**src/rtl/mips_mmio_bridge.sv**
```systemverilog
// MMIO bridge between the MIPS32 data port and data memory: output/input registers, compare timer, and wait-stated I/O reads.
// Memory path is combinational; I/O loads stall the core for IO_WAIT cycles, and I/O stores never stall.
module mips_mmio_bridge #(
    parameter logic [31:0] IO_BASE = 32'hFFFF_0000,
    parameter int          NUM_OUT = 4,
    parameter int          NUM_IN  = 2,
    parameter int          IO_WAIT = 1
) (
    input  logic                   clk,
    input  logic                   rst,
    input  logic [31:0]            datamem_add,
    input  logic [31:0]            write_data,
    input  logic                   mem_write,
    input  logic                   mem_read,
    output logic [31:0]            datamem_readdata,
    output logic                   stall,
    output logic                   dm_mem_write,
    output logic [31:0]            dm_add,
    output logic [31:0]            dm_write_data,
    input  logic [31:0]            dm_readdata,
    output logic [NUM_OUT*32-1:0]  gpio_out,
    input  logic [NUM_IN*32-1:0]   gpio_in,
    output logic                   irq
);

    typedef enum logic [1:0] {S_IDLE, S_WAIT, S_RESP} state_t;

    localparam logic [5:0] OFF_TCOUNT = 6'h20;
    localparam logic [5:0] OFF_TCMP   = 6'h21;
    localparam logic [5:0] OFF_TCTRL  = 6'h22;

    state_t                   state_q, state_d;
    logic [3:0]               cnt_q, cnt_d;
    logic [31:0]              rdat_q, rdat_d;
    logic [NUM_OUT-1:0][31:0] out_q, out_d;
    logic [NUM_IN-1:0][31:0]  in_q;
    logic [31:0]              tcount_q, tcount_d;
    logic [31:0]              tcmp_q, tcmp_d;
    logic                     en_q, en_d;
    logic                     pend_q, pend_d;

    logic        io_sel;
    logic        wr_io;
    logic [5:0]  off;
    logic [31:0] rd_val;
    logic        unused_addr_bits;

    assign io_sel           = (datamem_add[31:16] == IO_BASE[31:16]);
    assign off              = datamem_add[7:2];
    assign wr_io            = mem_write & io_sel;
    assign unused_addr_bits = ^{datamem_add[15:8], datamem_add[1:0]};

    assign dm_add        = datamem_add;
    assign dm_write_data = write_data;
    assign dm_mem_write  = mem_write & ~io_sel;
    assign gpio_out      = out_q;
    assign irq           = pend_q;

    always_comb begin
        rd_val = 32'h0;
        for (int k = 0; k < NUM_OUT; k++)
            if (off == 6'(k)) rd_val = out_q[k];
        for (int k = 0; k < NUM_IN; k++)
            if (off == 6'(16 + k)) rd_val = in_q[k];
        if (off == OFF_TCOUNT) rd_val = tcount_q;
        if (off == OFF_TCMP)   rd_val = tcmp_q;
        if (off == OFF_TCTRL)  rd_val = {30'h0, pend_q, en_q};
    end

    always_comb begin
        if (!io_sel)                 datamem_readdata = dm_readdata;
        else if (IO_WAIT == 0)       datamem_readdata = rd_val;
        else if (state_q == S_RESP)  datamem_readdata = rdat_q;
        else                         datamem_readdata = 32'h0;
    end

    always_comb begin
        out_d    = out_q;
        tcmp_d   = tcmp_q;
        en_d     = en_q;
        pend_d   = pend_q;
        tcount_d = tcount_q;
        if (wr_io) begin
            for (int k = 0; k < NUM_OUT; k++)
                if (off == 6'(k)) out_d[k] = write_data;
            if (off == OFF_TCMP) tcmp_d = write_data;
            if (off == OFF_TCTRL) begin
                en_d = write_data[0];
                if (write_data[1]) pend_d = 1'b0;
            end
        end
        // Match-set is evaluated after the W1C so a simultaneous set wins.
        if (wr_io && off == OFF_TCOUNT) begin
            tcount_d = write_data;
        end else if (en_q && tcount_q == tcmp_q) begin
            tcount_d = 32'h0;
            pend_d   = 1'b1;
        end else if (en_q) begin
            tcount_d = tcount_q + 32'd1;
        end
    end

    // The request cycle is the first stall cycle, so WAIT lasts IO_WAIT-1 cycles.
    always_comb begin
        state_d = state_q;
        cnt_d   = cnt_q;
        rdat_d  = rdat_q;
        stall   = 1'b0;
        case (state_q)
            S_IDLE: begin
                if (IO_WAIT > 0 && io_sel && mem_read) begin
                    stall  = 1'b1;
                    rdat_d = rd_val;
                    cnt_d  = 4'(IO_WAIT - 1);
                    state_d = (IO_WAIT == 1) ? S_RESP : S_WAIT;
                end
            end
            S_WAIT: begin
                stall  = 1'b1;
                rdat_d = rd_val;
                if (cnt_q == 4'd1) state_d = S_RESP;
                else               cnt_d   = cnt_q - 4'd1;
            end
            S_RESP:  state_d = S_IDLE;
            default: state_d = S_IDLE;
        endcase
    end

    always_ff @(posedge clk) begin
        if (rst) begin
            state_q  <= S_IDLE;
            cnt_q    <= 4'h0;
            rdat_q   <= 32'h0;
            out_q    <= '0;
            in_q     <= '0;
            tcount_q <= 32'h0;
            tcmp_q   <= 32'hFFFF_FFFF;
            en_q     <= 1'b0;
            pend_q   <= 1'b0;
        end else begin
            state_q  <= state_d;
            cnt_q    <= cnt_d;
            rdat_q   <= rdat_d;
            out_q    <= out_d;
            in_q     <= gpio_in;
            tcount_q <= tcount_d;
            tcmp_q   <= tcmp_d;
            en_q     <= en_d;
            pend_q   <= pend_d;
        end
    end

endmodule

```
**config.mk**
```make
export PLATFORM = sky130hd
export DESIGN_NAME = mips_mmio_bridge
export DESIGN_NICKNAME = d
export VERILOG_FILES = /design/src/rtl/mips_mmio_bridge.sv
export SDC_FILE = /design/constraint.sdc
export NUM_CORES = 1
export LEC_CHECK = 0
export ABC_AREA = 0
export ABC_CLOCK_PERIOD_IN_PS = 7400
export CELL_PAD_IN_SITES_DETAIL_PLACEMENT = 1
export CELL_PAD_IN_SITES_GLOBAL_PLACEMENT = 1
export CORE_UTILIZATION = 37
export DETAILED_ROUTE_END_ITERATION = 10
export PLACE_DENSITY = 0.95
export SYNTH_ARGS = -nofsm -noshare
export SYNTH_HDL_FRONTEND = slang
export SYNTH_SLANG_ARGS = --single-unit
```
**constraint.sdc**
```tcl
create_clock -name clk -period 7.4 [get_ports clk]
set_input_delay 2.22 -clock clk [delete_from_list [all_inputs] [get_ports clk]]
set_output_delay 2.22 -clock clk [all_outputs]
set_load 0.01 [all_outputs]
```
Word level (Yosys, flattened, before mapping)
Cells that the tools add are included.
- register bits after elaboration: 296
- logic and storage cells: 79
- input port bits: 164
- output and inout port bits: 227
- add/subtract/negate cells: 2
- reductions and logical operators: 16
- mux-type cells: 29
- eq/ne operators: 16
- bitwise logic cells: 3
- operators with widths (cell ; count):
    32-bit 2-to-1 mux ; 15
    32-bit case mux with 2 select lines ; 1
    32-bit by 1-bit adder with 32-bit output, second input constant ; 1
    32-bit == test ; 1
    6-bit == test, second input constant ; 3
    16-bit == test, second input constant ; 1
    2-bit AND reduction ; 8
    6-bit by 2-bit == test with 1-bit output, second input constant ; 2
    6-bit by 5-bit == test with 1-bit output, second input constant ; 2
    4-bit 2-to-1 mux ; 2
    4-bit case mux with 2 select lines ; 1
    6-bit by 1-bit == test with 1-bit output, second input constant ; 1
    6-bit logical NOT ; 1
    1-bit 2-to-1 mux ; 6
    2-bit inequality test, second input constant ; 3
    4-bit by 1-bit == test with 1-bit output, second input constant ; 1
    2-bit 2-to-1 mux ; 2
    2-bit case mux with 2 select lines ; 1
    4-bit by 1-bit subtractor with 4-bit output, second input constant ; 1
    1-bit logical AND ; 3
    3-bit AND reduction ; 1
    3-bit nonzero test ; 1
    1-bit bitwise AND ; 2
    2-bit by 1-bit == test with 1-bit output, second input constant ; 1
    5 further kinds ; 5

Logic depth before layout (Yosys ltp)
- word-level depth: 12
- mapped depth: 9
- mapped depth without buffers: 7

Worst setup path before layout
OpenSTA, ideal clock, no wires.
- path kind: input to output
- start point: input datamem_add[23]
- end point: output datamem_readdata[21]
- arrival: 3.527 ns
- path buffers: 2
- data required time: 5.180 ns
- stages: 6
- slack: 1.653 ns
- cells stage by stage: nand4_1 > nor4_2 > clkbuf_1 > buf_1 > nand3_1 > nand2_1
- cells in the longest elaborated chain, start to end: 2
- ends and longest elaborated chain (element ; RTL line ; source):
    from (decl) ; 11 ; input logic [31:0] datamem_add,
    16-bit == test ; 48 ; assign io_sel = (datamem_add[31:16] == IO_BASE[31:16]);
    32-bit 2-to-1 mux ; 71 ; if (!io_sel) datamem_readdata = dm_readdata;
    to (decl) ; 15 ; output logic [31:0] datamem_readdata,
Every way passes these cells.

Final worst setup path
- start point: input datamem_add[23]
- end point: output stall
- cells in the longest elaborated chain, start to end: 4
- ends and longest elaborated chain (element ; RTL line ; source):
    16-bit == test ; 48 ;
    1-bit logical AND ; 111 ; if (IO_WAIT > 0 && io_sel && mem_read) begin
    1-bit 2-to-1 mux ; 111 ;
    1-bit case mux with 2 select lines ; 109 ; case (state_q)
    to (decl) ; 16 ; output logic stall,
Every way passes these cells.

==> metrics.md <==
| Metric | Value |
|---|---|
| Outcome | finished, final reports clean |
| Port Buf Inserts | 370 |
| Yosys warns | 0 |
| Rel. slew slack | 0.299 |
| Area grow syn2layout | 34.4% |
| Hold path start | rdat_q[27] |
| Element type at the critical path end | output pin |
| Worst-skew pair later-pin latency | 0.57 ns |
| Final Non-Filler Cells | 2,373 |
| Multi-input logic area | 6440 um2 |
| CP Class | primary input to output pin |
| Routed WL per cell | 25.1 um |
| Total track usage | 0.314 |
| Leak pwr | 6.18 nW |
| Seq pwr share | 0.449 |
| DRC Markers | 0 |
| Vias per cell | 5.88 |
| Count leader, synth | nand2_1 |
| Final worst-path cycle share | 0.914 |
| Clock root buffer | clkbuf_16 |
| DR pass1 iterations | 7 |
| CP startpoint | datamem_add[23] |
| Total CTS buffers | 31 |
| Die width | 192 um |
| Total congestion overflow | 0 |
| Worst r2r path cells | 5 |
| Worst Path Max Fanout | 13 |
| DPL Wire Length | 41,300 um |
| Clk buf depth | 3 |
| Filler cells | 4,144 |
| Final min period | 6.77 ns |
| Final slew viol count | 0 |
| Max cap viols | 0 |
| Worst r2r dst | tcount_q[5] |
| Power density of the placed cells | 198 nW/um2 |
| #FFs+latches synth | 291 |
| Critical Path End | stall |
| Gate power share | 0.076 |
| Async S/R FF share, synth | 0 |
| Post-Route WL | 59,500 um |
| Post-CTS Setup Bufs | 0 |
| Largest net degree at the start of global routing | 100 |
| Worst-margin pin slew | 1.05 ns |
| Clk pwr share | 0.475 |
| Top cell type's share of synthesized area | 0.437 |
| Peak supply drop | 0.131 mV |
| P_int | 2.73 mW |
| Fin Clk Skew | 0.0233 ns |
| Psw | 810 uW |
| Setup tns final | 0 ns |
| Sw frac | 0.229 |
| Cts hold-fix bufs | 0 |
| Top cells by count, synth | 469 x nand2_1, 291 x dfxtp_1, 156 x a21oi_1 |
| Nets | 2,051 |
| Gpl congestion | 0.980 |
| Post-CTS Resized | 0 |
| IO Pins | 391 |
| Layout cells sized above 1 | 0.0650 |
| Max Clk Rate | 0.148 GHz |
| Worst endpoint required time | 5.18 ns |
| Synth Instances | 1,649 |
| H-tree levels | 1 |
| CP Launch Type | primary input |
| Top_reg_cell synth | dfxtp_1 |
| Unrepaired setup endpoints after global routing | no |
| Die height | 192 um |
| Final setup viols | 0 |
| Final Hold Viols | 0 |
| Inst Count DP | 2,314 |
| R2R setup slack | 3.89 ns |
| WP data arrival | 4.55 ns |
| Post-synth cell types | 72 |
| Die ar. | 36,800 um2 |
| Largest area contributor in the netlist | dfxtp_1 |
| Post-synthesis sequential area ratio | 0.437 |
| Initial Util | 0.375 |
| Initial antenna violation count | 6 |
| DR iter-0 viols | 1,382 |
| Vias in the first global route | 14,300 |
| Syn Area/Cell | 8.08 um2 |
| Area contributors post-synth | dfxtp_1 44%, nand2_1 13%, a21oi_1 5.9%, buf_4 3.8%, nor2b_1 3.3% |
| Mapped Area | 13,300 um2 |
| Clk slew on worst S/H paths | 0.06 ns |
| Worst reg2reg startpoint | tcount_q[7] |
| Site Rows | 69 |
| Global-route wire length before repair | 87,900 um |
| Post-synth EDFFs | 0 |
| Register Area | 5830 um2 |
| Via count | 13,900 |
| CTS tree | yes |
| Clock Sinks | 291 |
| Syn Nets | 1,814 |
| Core ar. | 35,500 um2 |
| Worst min path class | register to register |
| Detail Route Antenna Nets | 0 |
[through the flow]
step	hold WS (ns)	setup WS (ns)	total power, mW	area (um2)	utilization
final	0.456	0.633	3.54	17900	0.504
after global routing	0.482	0.490	3.62	17900	0.504
after floorplan	0.416	1.65	1.73	13300	-
after detailed placement	0.446	0.635	1.89	16800	0.474
after global placement	0.444	0.770	1.88	16800	0.474
after CTS	0.454	0.607	3.55	17900	0.504
[power groups by stage]
stage | Sequential [mW] | Combinational (mW) | Clock (mW)
5_1_grt | 1.59 | 0.282 | 1.75
3_5_place_dp | 1.63 | 0.265 | 0
2_1_floorplan | 1.62 | 0.105 | 0
4_1_cts | 1.59 | 0.267 | 1.69
6_report | 1.59 | 0.269 | 1.68
3_3_place_gp | 1.63 | 0.258 | 0
[cell families (layout without fill, tap and decap cells)]
group | count (synthesis) | count (layout) | synth area share
buffers and inverters | 206 | 466 | 0.0817
AOI/OAI and AO/OA | 318 | 318 | 0.150
and+or+nand+nor | 760 | 760 | 0.268
DFF | 291 | 291 | 0.437
other | 0 | 3 | 0
muxes | 16 | 16 | 0.0245
xor gates and xnor gates | 57 | 57 | 0.0375
adders and majority gates | 1 | 1 | 0.000939
[sequential cells by signal, indices dropped and copies added, names as in the netlist]
signal    count
gpio_out    128
in_q         64
rdat_q       32
tcmp_q       32
tcount_q     32
en_q          1
irq           1
state_q       1
[worst max-delay path: stages]
cell and delay (ns):
clkdlybuf4s50_1 0.52, nand4_1 0.20, nor4_4 0.34, buf_4 0.24, nand3b_1 0.21, inv_1 0.22
clkdlybuf4s50_1 0.59
[cell type report]
class / instances / area share
Tap cell: 461 / 0.0322
Multi-Input combinational cell: 1152 / 0.360
Antenna cell: 3 / 0.000419
Sequential cell: 291 / 0.325
Clock buffer: 44 / 0.0500
Inverter: 10 / 0.00210
Clock inverter: 12 / 0.0107
Timing Repair Buffer: 400 / 0.219
[worst min-delay path by stage]
stage,to,slack (ns),depth (start not counted)
final,rdat_q[27],0.46,2
after global routing,rdat_q[27],0.48,2
after CTS,rdat_q[27],0.45,2
after detailed placement,rdat_q[27],0.45,2
after global placement,rdat_q[9],0.44,2
after floorplan,rdat_q[19],0.42,2
[layer usage]
layer | up-vias | GRT usage | wire [um]
met5 | - | 0 | 21
met3 | 168 | 0.0683 | 5720
met4 | 4 | 0.133 | 2350
met2 | 838 | 0.524 | 28100
li1 | 6050 | - | -
met1 | 6883 | 0.389 | 23300
[placed cells by master, fill, tap and decap left out, types with 6 or more instances in the layout]
| master | n |
|---|---|
| clkdlybuf4s50_1 | 368 |
| nor3_1 | 14 |
| nor4_1 | 9 |
| mux4_2 | 13 |
| nand3b_1 | 30 |
| and3_1 | 24 |
| nand4_1 | 19 |
| xor2_1 | 10 |
| nand3_1 | 50 |
| nor2_1 | 31 |
| clkbuf_1 | 6 |
| dfxtp_1 | 291 |
| a22o_1 | 8 |
| nand2_1 | 469 |
| o21ai_0 | 22 |
| inv_1 | 9 |
| clkbuf_16 | 31 |
| a21oi_1 | 156 |
| clkbuf_8 | 7 |
| o221ai_1 | 18 |
| a22oi_1 | 30 |
| o21ai_1 | 27 |
| nor2b_1 | 70 |
| buf_4 | 30 |
| xnor2_1 | 47 |
| a222oi_1 | 26 |
Note: power is estimated with default switching activity, not from simulation.
